## src/rtl/user_irq_ctrl.sv

```systemverilog
// user_irq_ctrl: Wishbone-classic slave exposing three rising-edge interrupt
// sources, software trigger and a periodic timer as pending/enable registers,
// driving registered interrupt lines to the management SoC.
//
// Ports:
//   wb_clk_i, wb_rst_i        clock, synchronous active-high reset
//   wbs_cyc_i/stb_i/we_i      Wishbone classic controls
//   wbs_sel_i[3:0]            byte-lane enables
//   wbs_adr_i, wbs_dat_i      address, write data
//   wbs_ack_o, wbs_dat_o      single-cycle acknowledge, read data (0 when idle)
//   irq_src_i[2:0]            asynchronous interrupt sources (rising edge)
//   user_irq[2:0]             registered PENDING & ENABLE
//
// Register map (word offsets): 0x00 PENDING (RW1C), 0x04 ENABLE, 0x08 TRIGGER
// (write-only), 0x0C TIMER {TEN[31], RELOAD}, 0x10 COUNT (read-only).
module user_irq_ctrl #(
  parameter logic [31:0] BASE_ADDR = 32'h3000_0000,
  parameter int unsigned TIMER_W   = 16
) (
  input  logic        wb_clk_i,
  input  logic        wb_rst_i,
  input  logic        wbs_cyc_i,
  input  logic        wbs_stb_i,
  input  logic        wbs_we_i,
  input  logic [3:0]  wbs_sel_i,
  input  logic [31:0] wbs_adr_i,
  input  logic [31:0] wbs_dat_i,
  output logic        wbs_ack_o,
  output logic [31:0] wbs_dat_o,
  input  logic [2:0]  irq_src_i,
  output logic [2:0]  user_irq
);

  typedef enum logic [5:0] {
    REG_PENDING = 6'h00,
    REG_ENABLE  = 6'h01,
    REG_TRIGGER = 6'h02,
    REG_TIMER   = 6'h03,
    REG_COUNT   = 6'h04
  } reg_e;

  logic [2:0]         sync1_q, sync2_q, hist_q;
  logic [2:0]         pending_q, pending_d;
  logic [2:0]         enable_q, enable_d;
  logic [TIMER_W-1:0] reload_q, reload_d;
  logic               ten_q, ten_d;
  logic [TIMER_W-1:0] count_q, count_d;
  logic               ack_q, ack_d;
  logic [31:0]        dat_q, dat_d;
  logic [2:0]         irq_q;

  logic       hit, req, wr;
  reg_e       word;
  logic       wr_pending, wr_enable, wr_trigger, wr_timer;
  logic       tev;
  logic [2:0] src_edge, set_bits, clr_bits;
  logic [31:0] rdata;
  logic       unused_bits;

  // Only bits [31:8] take part in decode; the low byte selects the register.
  assign hit  = (wbs_adr_i[31:8] == BASE_ADDR[31:8]);
  // Gating on ~ack_q gives one ack per request and forbids back-to-back acks.
  assign req  = wbs_cyc_i & wbs_stb_i & hit & ~ack_q;
  assign wr   = req & wbs_we_i;
  assign word = reg_e'(wbs_adr_i[7:2]);

  assign wr_pending = wr & (word == REG_PENDING);
  assign wr_enable  = wr & (word == REG_ENABLE);
  assign wr_trigger = wr & (word == REG_TRIGGER);
  assign wr_timer   = wr & (word == REG_TIMER);

  assign unused_bits = ^{wbs_adr_i[1:0], wbs_dat_i, wbs_sel_i};

  assign src_edge = sync2_q & ~hist_q;
  assign tev      = ten_q & (count_q == '0);

  always_comb begin
    set_bits = src_edge | {tev, 2'b00};
    if (wr_trigger && wbs_sel_i[0]) set_bits = set_bits | wbs_dat_i[2:0];
    clr_bits = (wr_pending && wbs_sel_i[0]) ? wbs_dat_i[2:0] : 3'b000;
    // Clear is applied before set so a coincident set wins.
    pending_d = (pending_q & ~clr_bits) | set_bits;
    enable_d  = (wr_enable && wbs_sel_i[0]) ? wbs_dat_i[2:0] : enable_q;
  end

  always_comb begin
    reload_d = reload_q;
    for (int unsigned i = 0; i < TIMER_W; i++) begin
      if (wr_timer && wbs_sel_i[i / 8]) reload_d[i] = wbs_dat_i[i];
    end
    ten_d = (wr_timer && wbs_sel_i[3]) ? wbs_dat_i[31] : ten_q;
    // A TIMER write restarts the period from the freshly written RELOAD.
    count_d = count_q;
    if (wr_timer)      count_d = reload_d;
    else if (ten_q)    count_d = tev ? reload_q : count_q - TIMER_W'(1);
  end

  always_comb begin
    rdata = '0;
    case (word)
      REG_PENDING: rdata[2:0] = pending_q;
      REG_ENABLE:  rdata[2:0] = enable_q;
      REG_TIMER: begin
        rdata[TIMER_W-1:0] = reload_q;
        rdata[31]          = ten_q;
      end
      REG_COUNT:   rdata[TIMER_W-1:0] = count_q;
      default:     rdata = '0;
    endcase
    ack_d = req;
    dat_d = req ? rdata : '0;
  end

  always_ff @(posedge wb_clk_i) begin
    if (wb_rst_i) begin
      sync1_q   <= '0;
      sync2_q   <= '0;
      hist_q    <= '0;
      pending_q <= '0;
      enable_q  <= '0;
      reload_q  <= '0;
      ten_q     <= 1'b0;
      count_q   <= '0;
      ack_q     <= 1'b0;
      dat_q     <= '0;
      irq_q     <= '0;
    end else begin
      sync1_q   <= irq_src_i;
      sync2_q   <= sync1_q;
      hist_q    <= sync2_q;
      pending_q <= pending_d;
      enable_q  <= enable_d;
      reload_q  <= reload_d;
      ten_q     <= ten_d;
      count_q   <= count_d;
      ack_q     <= ack_d;
      dat_q     <= dat_d;
      irq_q     <= pending_q & enable_q;
    end
  end

  assign wbs_ack_o = ack_q;
  assign wbs_dat_o = dat_q;
  assign user_irq  = irq_q;

endmodule

```

## config.mk

```make
export PLATFORM = sky130hd
export DESIGN_NAME = user_irq_ctrl
export DESIGN_NICKNAME = d
export VERILOG_FILES = /design/src/rtl/user_irq_ctrl.sv
export SDC_FILE = /design/constraint.sdc
export NUM_CORES = 1
export LEC_CHECK = 0
export ABC_CLOCK_PERIOD_IN_PS = 2000
export BUFFER_PORTS_ARGS = -buffer_cell sky130_fd_sc_hd__buf_2
export CAP_MARGIN = 15
export CORE_MARGIN = 4
export CORE_UTILIZATION = 47
export CTS_CLUSTER_SIZE = 30
export DETAILED_ROUTE_END_ITERATION = 6
export PLACE_DENSITY = 0.77
export SYNTH_ARGS = -nofsm -noshare
export SYNTH_HDL_FRONTEND = slang
export SYNTH_SLANG_ARGS = --single-unit
```

## constraint.sdc

```tcl
create_clock -name wb_clk_i -period 2 [get_ports wb_clk_i]
set_input_delay 0.3 -clock wb_clk_i [delete_from_list [all_inputs] [get_ports wb_clk_i]]
set_output_delay 0.3 -clock wb_clk_i [all_outputs]
set_load 0.03 [all_outputs]
```

Word level (Yosys, flattened, before mapping)
Cells that the tools add are included.
{"block": "op_classes", "order_cmp": 0, "n_mux": 23, "n_reduce_logical": 11, "n_addsub": 1, "shifts": 0, "n_mul": 0, "bitwise": 20, "eq_ne": 5, "n_div": 0}
{"cell": "$mux 16", "n": 3}
{"cell": "$pmux 13 s2", "n": 1}
{"cell": "$eq 24x22->1 const B", "n": 1}
{"cell": "$logic_not 16->1", "n": 1}
{"cell": "$mux 1", "n": 16}
{"cell": "$sub 16x1->16 const B", "n": 1}
{"cell": "$eq 6x2->1 const B", "n": 2}
{"cell": "$pmux 3 s4", "n": 1}
{"cell": "$and 1x1->1", "n": 9}
{"cell": "$and 3x3->3", "n": 3}
{"cell": "$or 3x3->3", "n": 3}
{"cell": "$eq 6x1->1 const B", "n": 1}
{"cell": "$eq 6x3->1 const B", "n": 1}
{"cell": "$logic_and 1x1->1", "n": 6}
{"cell": "$logic_not 6->1", "n": 1}
{"cell": "$mux 3", "n": 2}
{"cell": "$not 3->3", "n": 2}
{"cell": "$not 1->1", "n": 3}
{"cell": "$reduce_or 3->1", "n": 1}
{"cell": "$reduce_bool 2->1", "n": 1}
{"cell": "$reduce_or 2->1", "n": 1}
{"block": "totals", "out_inout_bits": 36, "memories": 0, "register_bits": 84, "latchBits": 0, "rom_bits": 0, "ram_bits": 0}

Longest topological paths before layout
Gate-level depths: netlist of the first run.
{"block": "logic_depth", "depth_word": 10, "ltp_mapped": 8}

Least setup slack after synthesis of the first run
Ideal clock, no wire load.
{"block": "synth_path", "path_kind": "reg2reg", "start": "register count_q[0]", "end": "register count_q[5]", "t_required_ns": 1.866, "stages_incl_launch_ff": 8, "path_buffers": 0, "path_slack_ns": 0.112, "arrival_ns": 1.755, "setup_time_ns": 0.134, "path_cell_list": "dfxtp_1 inv_1 ha_1 and3b_1 nand4_1 mux2_2 a221oi_1 a211oi_1"}
{"block": "synth_via", "elab_chain_len": 5, "elab_cells_between_ends": 6}
{"item": "start, declared", "line_no": "47", "source": "logic [TIMER_W-1:0] count_q, count_d;"}
{"item": "start signal, assigned", "line_no": "135", "source": "count_q <= count_d;"}
{"item": "branches (longest 2 deep; another with $sub 16x1->16)"}
{"item": "$mux 16 * (2 in a row)", "line_no": "95", "source": "else if (ten_q) count_d = tev ? reload_q : count_q - TIMER_W'(1);"}
{"item": "$mux 16 *", "line_no": "94", "source": "if (wr_timer) count_d = reload_d;"}
Every way passes the cells marked *. The select of a mux whose other input is x is not followed.
A chain may end at the register's enable or synchronous reset.

Worst setup path after layout of the first run
{"block": "layout_path", "start": "register count_q[8]", "end": "register count_q[14]"}
The elaborated chain is that of the path after synthesis.

==> metrics, run 1 <==
pin count of the biggest net entering global routing 33; starting density of the core 0.496; Die ar. just over 9000 µm²; VDD IR max roughly 0.31 mV; row count 31; worst hold slack 0.154 ns; period utilization 0.958; Avg Vias per Cell approximately 5.7; CTS tree built; Hold Fails Final Rpt 0; number of synthesized flops with an enable pin 0; clock slew at reported path FFs ~0.070 ns; FMAX 522 MHz; TritonCTS buffer count 9; Setup Fix Bufs, Post-CTS 0; Root Buffer clkbuf_8; placed cells a little under 600; Yosys warning total 0; Final Max Slew Viols 0; clock tree buffer depth 2; Max Cap Viol 0; CP peak stage delay 0.46 ns; Initial DRC Count 271; CTS hold repair buffers 0; die boundary height 96.4 µm; Reg area 1380 µm²; Routed WL just over 10,000 µm; Async SR Flop Fraction 0; Remaining DRCs 0; Final #Nets approximately 580; sequential share of the synthesized area 0.376; type of the worst setup path reg -> reg; Primary FF master, synth dfxtp_1; non-filler instance count after layout 606; Syn Std Cell Area between 3000 and 4000 µm²; minimum clock period approximately 1.9 ns; total global-route track usage 0.230; IO Port Bufs 78; Fin Clk Skew 0.00704 ns; Lkg Pwr roughly 0.0019 µW; initial antenna violation count 0; Detailed Place HPWL 7360 µm; Power Density 630 nW/µm²; Setup-failing EPs final 0; Yosys reg bits 69; critical path data required time ~2.2 ns; Die X between 90 and 100 µm; TritonRoute pass-1 iters 5; worst hold path class in -> reg; routed length per instance about 17 µm; CP Data Arrival Time roughly 2.2 ns; routed via count about 3,500; synthesis-to-layout area growth 26.0%; Skew-Pair Late Insertion Delay 0.35 ns; H-tree levels 3; # IOs about 110; multi-input logic area approximately 2100 µm²; Sink Count 69; share of cells above drive strength 1 0.327; status completed; Rel. slew slack 0.654; syn avg cell area slightly above 9 µm²; antenna cell count 0; core area 7410 µm²; unrepaired setup endpoints after global routing no; CTS resizes 0; GP Congestion 0.900; Fin Setup TNS 0 ns; Netlist cell types between 60 and 70; FILL cells 637; Slew @ Worst Pin 0.517 ns; post-route ant nets 0; CP Max Fanout 5; Slowest cell on crit path or4_4; CP endpoint kind flip-flop; final core occ 0.624; GR Overflow Total 0; vias in the first global route between 3,000 and 4,000; worst-path cell chain or3_4 > or4_4 > o31a_1 > o211ai_1 > a211oi_1; Synth Instances 400; global-route wire length before repair 16,300 µm; Critical Path Source Type flip-flop
-- power by group --
group,switching [µW],leakage [µW],internal [µW]
Combinational,123,0.00119,73.1
Clock,533,0.000115,798
Sequential,4.82,0.000557,1380
Total,661,0.00187,2250
-- logic make-up after synthesis --
group / after synthesis / share of synthesized area
compound gates: 90 / 0.176
xor+xnor: 2 / 0.00477
fa+ha+maj: 2 / 0.00682
buf+inv: 54 / 0.0743
flops: 69 / 0.376
mux: 34 / 0.0941
other cells: 1 / 0.00102
simple gates: 148 / 0.267
-- worst max-delay path: cells and delay by family, from the launching register on --
kind,cells,cell delay [ns]
AO/OA/AOI/OAI,3,0.57
AND/OR/NAND/NOR,2,0.87
flip-flops,1,0.35
-- synthesized netlist by cell type (8+ instances only) --
cell       n  share of area
nor2b_1   11          0.019
nor2_1    49          0.050
clkbuf_1  18          0.018
nand2_1    8         0.0082
a21oi_1   14          0.019
mux2i_1   30          0.082
a221oi_1   8          0.019
nor3_1     8          0.011
o21ai_0   10          0.014
inv_1     12          0.012
nand3_1   13          0.018
buf_4     15          0.031
dfxtp_1   69           0.38
and3_1     8          0.014
a22oi_1   13          0.027
a211oi_1  13          0.027
-- placed cells by master (no fill, tap or decap), types with 8 or more instances in the layout --
cell      instances
a22oi_1          13
buf_4            37
nor3_1            8
inv_1            12
nor2_1           48
o21ai_0           8
conb_1           15
clkbuf_8         12
a21oi_1          14
dfxtp_1          69
nor2b_1          11
and3_1            8
a221oi_1          8
buf_2            78
mux2i_1          30
nand3_1          13
a211oi_1         11
nand2_1           8
-- per-stage QoR --
step                power, µW  worst slack, ns  cell area [µm²]
global route             3000          0.00330             4620
detailed placement       1610           -0.130             4370
finish                   2910           0.0842             4620
global placement         1610          -0.0252             4370
CTS                      2930           0.0710             4600
floorplan                1540            0.112             3720
-- worst paths after layout --
path / from / end / slack [ns] / cells past startpoint
worst min register to register: sync1_q[1] / sync2_q[1] / 0.44 / 1
worst min-delay path: irq_src_i[2] / sync1_q[2] / 0.15 / 2
worst max-delay path: count_q[8] / count_q[14] / 0.08 / 5
worst max register to register: count_q[8] / count_q[14] / 0.08 / 5
-- metal layers --
| metal | GRT usage | wire length, µm |
|---|---|---|
| met5 | 0 | 0 |
| met4 | 0.100 | 235 |
| met3 | 0.0364 | 792 |
| met2 | 0.385 | 5060 |
| met1 | 0.292 | 4150 |
-- flip-flops by register name, summed over array words and instances, names as in the netlist --
signal,flops
pending_q,3
ten_q,1
hist_q,3
wbs_ack_o,1
reload_q,16
sync1_q,3
count_q,16
user_irq,3
wbs_dat_o,17
sync2_q,3
enable_q,3
-- area by class of cell --
| type | count | area share |
|---|---|---|
| Sequential cell | 69 | 0.299 |
| Clock buffer | 12 | 0.0357 |
| Multi-Input combinational cell | 291 | 0.452 |
| Timing Repair Buffer | 119 | 0.162 |
| Inverter | 13 | 0.0106 |
| Tap cell | 99 | 0.0268 |
| Clock inverter | 3 | 0.0146 |
No activity file was read; power rests on OpenSTA's default activity.
==> run 2, diff against run 1 <==
- CELL_PAD_IN_SITES_DETAIL_PLACEMENT: not set -> 0
- CELL_PAD_IN_SITES_GLOBAL_PLACEMENT: not set -> 1
- CORE_UTILIZATION: 47 -> 34
- CTS_CLUSTER_DIAMETER: not set -> 50
- PLACE_DENSITY: 0.77 -> not set
- PLACE_DENSITY_LB_ADDON: not set -> 0.1
==> metrics, run 2 (same netlist as run 1, synthesis figures left out) <==
status completed; commonest non-fill, non-tap cell in the layout buf_2; reg2reg end count_q[12]; Routed WL 10,500 µm (+2.8%); Max Cap Viol 0 (unchanged); post-route ant nets 0 (unchanged); clock slew at reported path FFs 0.08 ns (about the same); routed length per instance 16.3 µm (-3.6%); CP peak stage delay 0.46 ns (about the same); critical path data required time 2.26 ns (+0.03 ns); clock tree buffer depth 2 (unchanged); VDD IR max 0.326 mV (+4.6%); TritonCTS buffer count 9 (unchanged); Fin Clk Skew 0.0111 ns (+0.00410 ns); CTS tree built; Hold Fails Final Rpt 0 (unchanged); unrepaired setup endpoints after global routing yes; Setup Fix Bufs, Post-CTS 0 (unchanged); Initial DRC Count 146 (-46%); global-route wire length before repair 17,100 µm (+4.8%); synthesis-to-layout area growth 27.1%; TritonRoute pass-1 iters 5 (unchanged); met1 Use GR 0.237 (-0.0553); Sw Ratio 0.238 (+0.0115); vias in the first global route 3,289 (-1.1%); pin count of the biggest net entering global routing 33 (unchanged); share of cells above drive strength 1 0.337 (+0.00984); core area 10,400 µm² (+41%); IO Port Bufs 78 (unchanged); routed via count 3,330 (-4.1%); antenna cell count 0 (unchanged); FILL cells 1,042 (+64%); row count 37 (+19%); Skew-Pair Late Insertion Delay 0.35 ns (about the same); crit path to count_q[12]; crit path from count_q[8]; worst-path cell chain or3_4 > or4_4 > a211oi_2 > o21ai_0 > a221oi_1; initial antenna violation count 0 (unchanged); GR peak layer met2; worst hold path class in -> reg; Largest register FFs 17 (unchanged); type of the worst setup path reg -> reg; starting density of the core 0.352 (-0.143); Sw Pwr 650 µW (-1.6%); CP Max Fanout 4 (-1); Rel. slew slack 0.623 (-0.0303); CP Data Arrival Time 2.17 ns (+0.02 ns); PnR worst setup slack 0.0922 ns (+0.00805 ns); Comb power frac 0.073 (+0.006); final core occ 0.448 (-0.176); commonest cells after routing, fill and taps aside buf_2 (78), dfxtp_1 (67), nor2_1 (49); R2R depth 5 (unchanged); Seq pwr share 0.508 (+0.032); Slowest cell on crit path or4_4; Avg Vias per Cell 5.15 (-10%); Cell Int Power 2080 µW (-7.7%); CP endpoint kind flip-flop; Final #Nets 586 (+0.86%); Detailed Place HPWL 7770 µm (+5.5%); met3 Usage GRT 0.0359 (-0.000536); GR Overflow Total 0 (unchanged); CTS hold repair buffers 0 (unchanged); Root Buffer clkbuf_8; Slew @ Worst Pin 0.560 ns (+0.0423 ns); GP Congestion 0.826 (-8.3%); Lkg Pwr 0.00188 µW (+0.65%); FF-to-FF setup slack 0.09 ns (about the same); Sink Count 69 (unchanged); Reg2Reg Launch Point count_q[8]; met2 Usage GRT 0.258 (-0.127); Die X 112 µm (+16%); FMAX 524 MHz (+0.42%); H-tree levels 3 (unchanged); Die ar. 12,500 µm² (+35%); Power Density 585 nW/µm² (-7.2%); die boundary height 112 µm (+16%); # IOs 112 (unchanged); Clock power frac 0.419 (-0.037); Remaining DRCs 0 (unchanged); minimum clock period 1.91 ns (-0.00805 ns); Setup-failing EPs final 0 (unchanged); total global-route track usage 0.168 (-0.0617); Setup WS pre-CTS -0.0115 ns (+0.118 ns); Critical Path Source Type flip-flop; Final Max Slew Viols 0 (unchanged); period utilization 0.954 (-0.00403)
## run 2: cell count changes in the layout (fill, tap and decap cells not counted), sizes merged
cell | before | now
clkinvlp | 1 | 0
bufinv | 2 | 1
clkbuf | 12 | 11
buf | 119 | 124
clkinv | 0 | 1
## run 2: layout make-up
| class | instances | area [µm²] | area share |
|---|---|---|---|
| Multi-Input combinational cell | 291 | 2100 | 0.451 |
| Sequential cell | 69 | 1380 | 0.297 |
| Timing Repair Buffer | 124 | 773 | 0.166 |
| Tap cell | 136 | 170 | 0.0365 |
| Clock buffer | 11 | 151 | 0.0324 |
| Inverter | 13 | 48.8 | 0.0105 |
| Clock inverter | 2 | 35.0 | 0.00751 |
## run 2: per-stage QoR
stage	TNS (ns)	area, µm²	total power [µW]	hold slack [ns]	std cells
after global routing	-0.0304	4670	2830	0.149	646
after global placement	-0.0691	4440	1620	0.417	633
after floorplan	0	3720	1540	0.414	414
final	0	4670	2730	0.161	646
after CTS	0	4630	2760	0.151	646
after detailed placement	-0.0207	4440	1620	0.427	633
## run 2: layer usage
layer / vias to the layer above / wire length, µm
met5: - / 0
met1: 1566 / 5260
met3: 12 / 527
met2: 90 / 4630
met4: 0 / 108
li1: 1662 / -
## run 2: repair_timing
item                                    in CTS  in global routing
resized for setup                            0                 11
endpoints found under the hold margin        0                  0
endpoints found under the setup margin       0                  9
## run 2: power by group through the flow
stage                     logic [µW]  registers, µW  clock network [µW]
final                            199           1390                1140
after global routing             216           1390                1220
after CTS                        200           1390                1170
after detailed placement         200           1420                   0
after global placement           196           1420                   0
after floorplan                  123           1420                   0
## run 2: how the worst min path moves through the flow
stage | start | depth (start not counted) | to
after floorplan | sync1_q[0] | 1 | sync2_q[0]
after global placement | sync1_q[2] | 1 | sync2_q[2]
after detailed placement | sync1_q[0] | 1 | sync2_q[0]
after CTS | irq_src_i[2] | 2 | sync1_q[2]
after global routing | irq_src_i[2] | 2 | sync1_q[2]
final | irq_src_i[2] | 2 | sync1_q[2]
## run 2: worst max-delay path, delay by kind of cell (launching register included)
family | cells | cell delay [ns]
AO/OA/AOI/OAI | 3 | 0.62
flip-flops | 1 | 0.34
AND/OR/NAND/NOR | 2 | 0.86
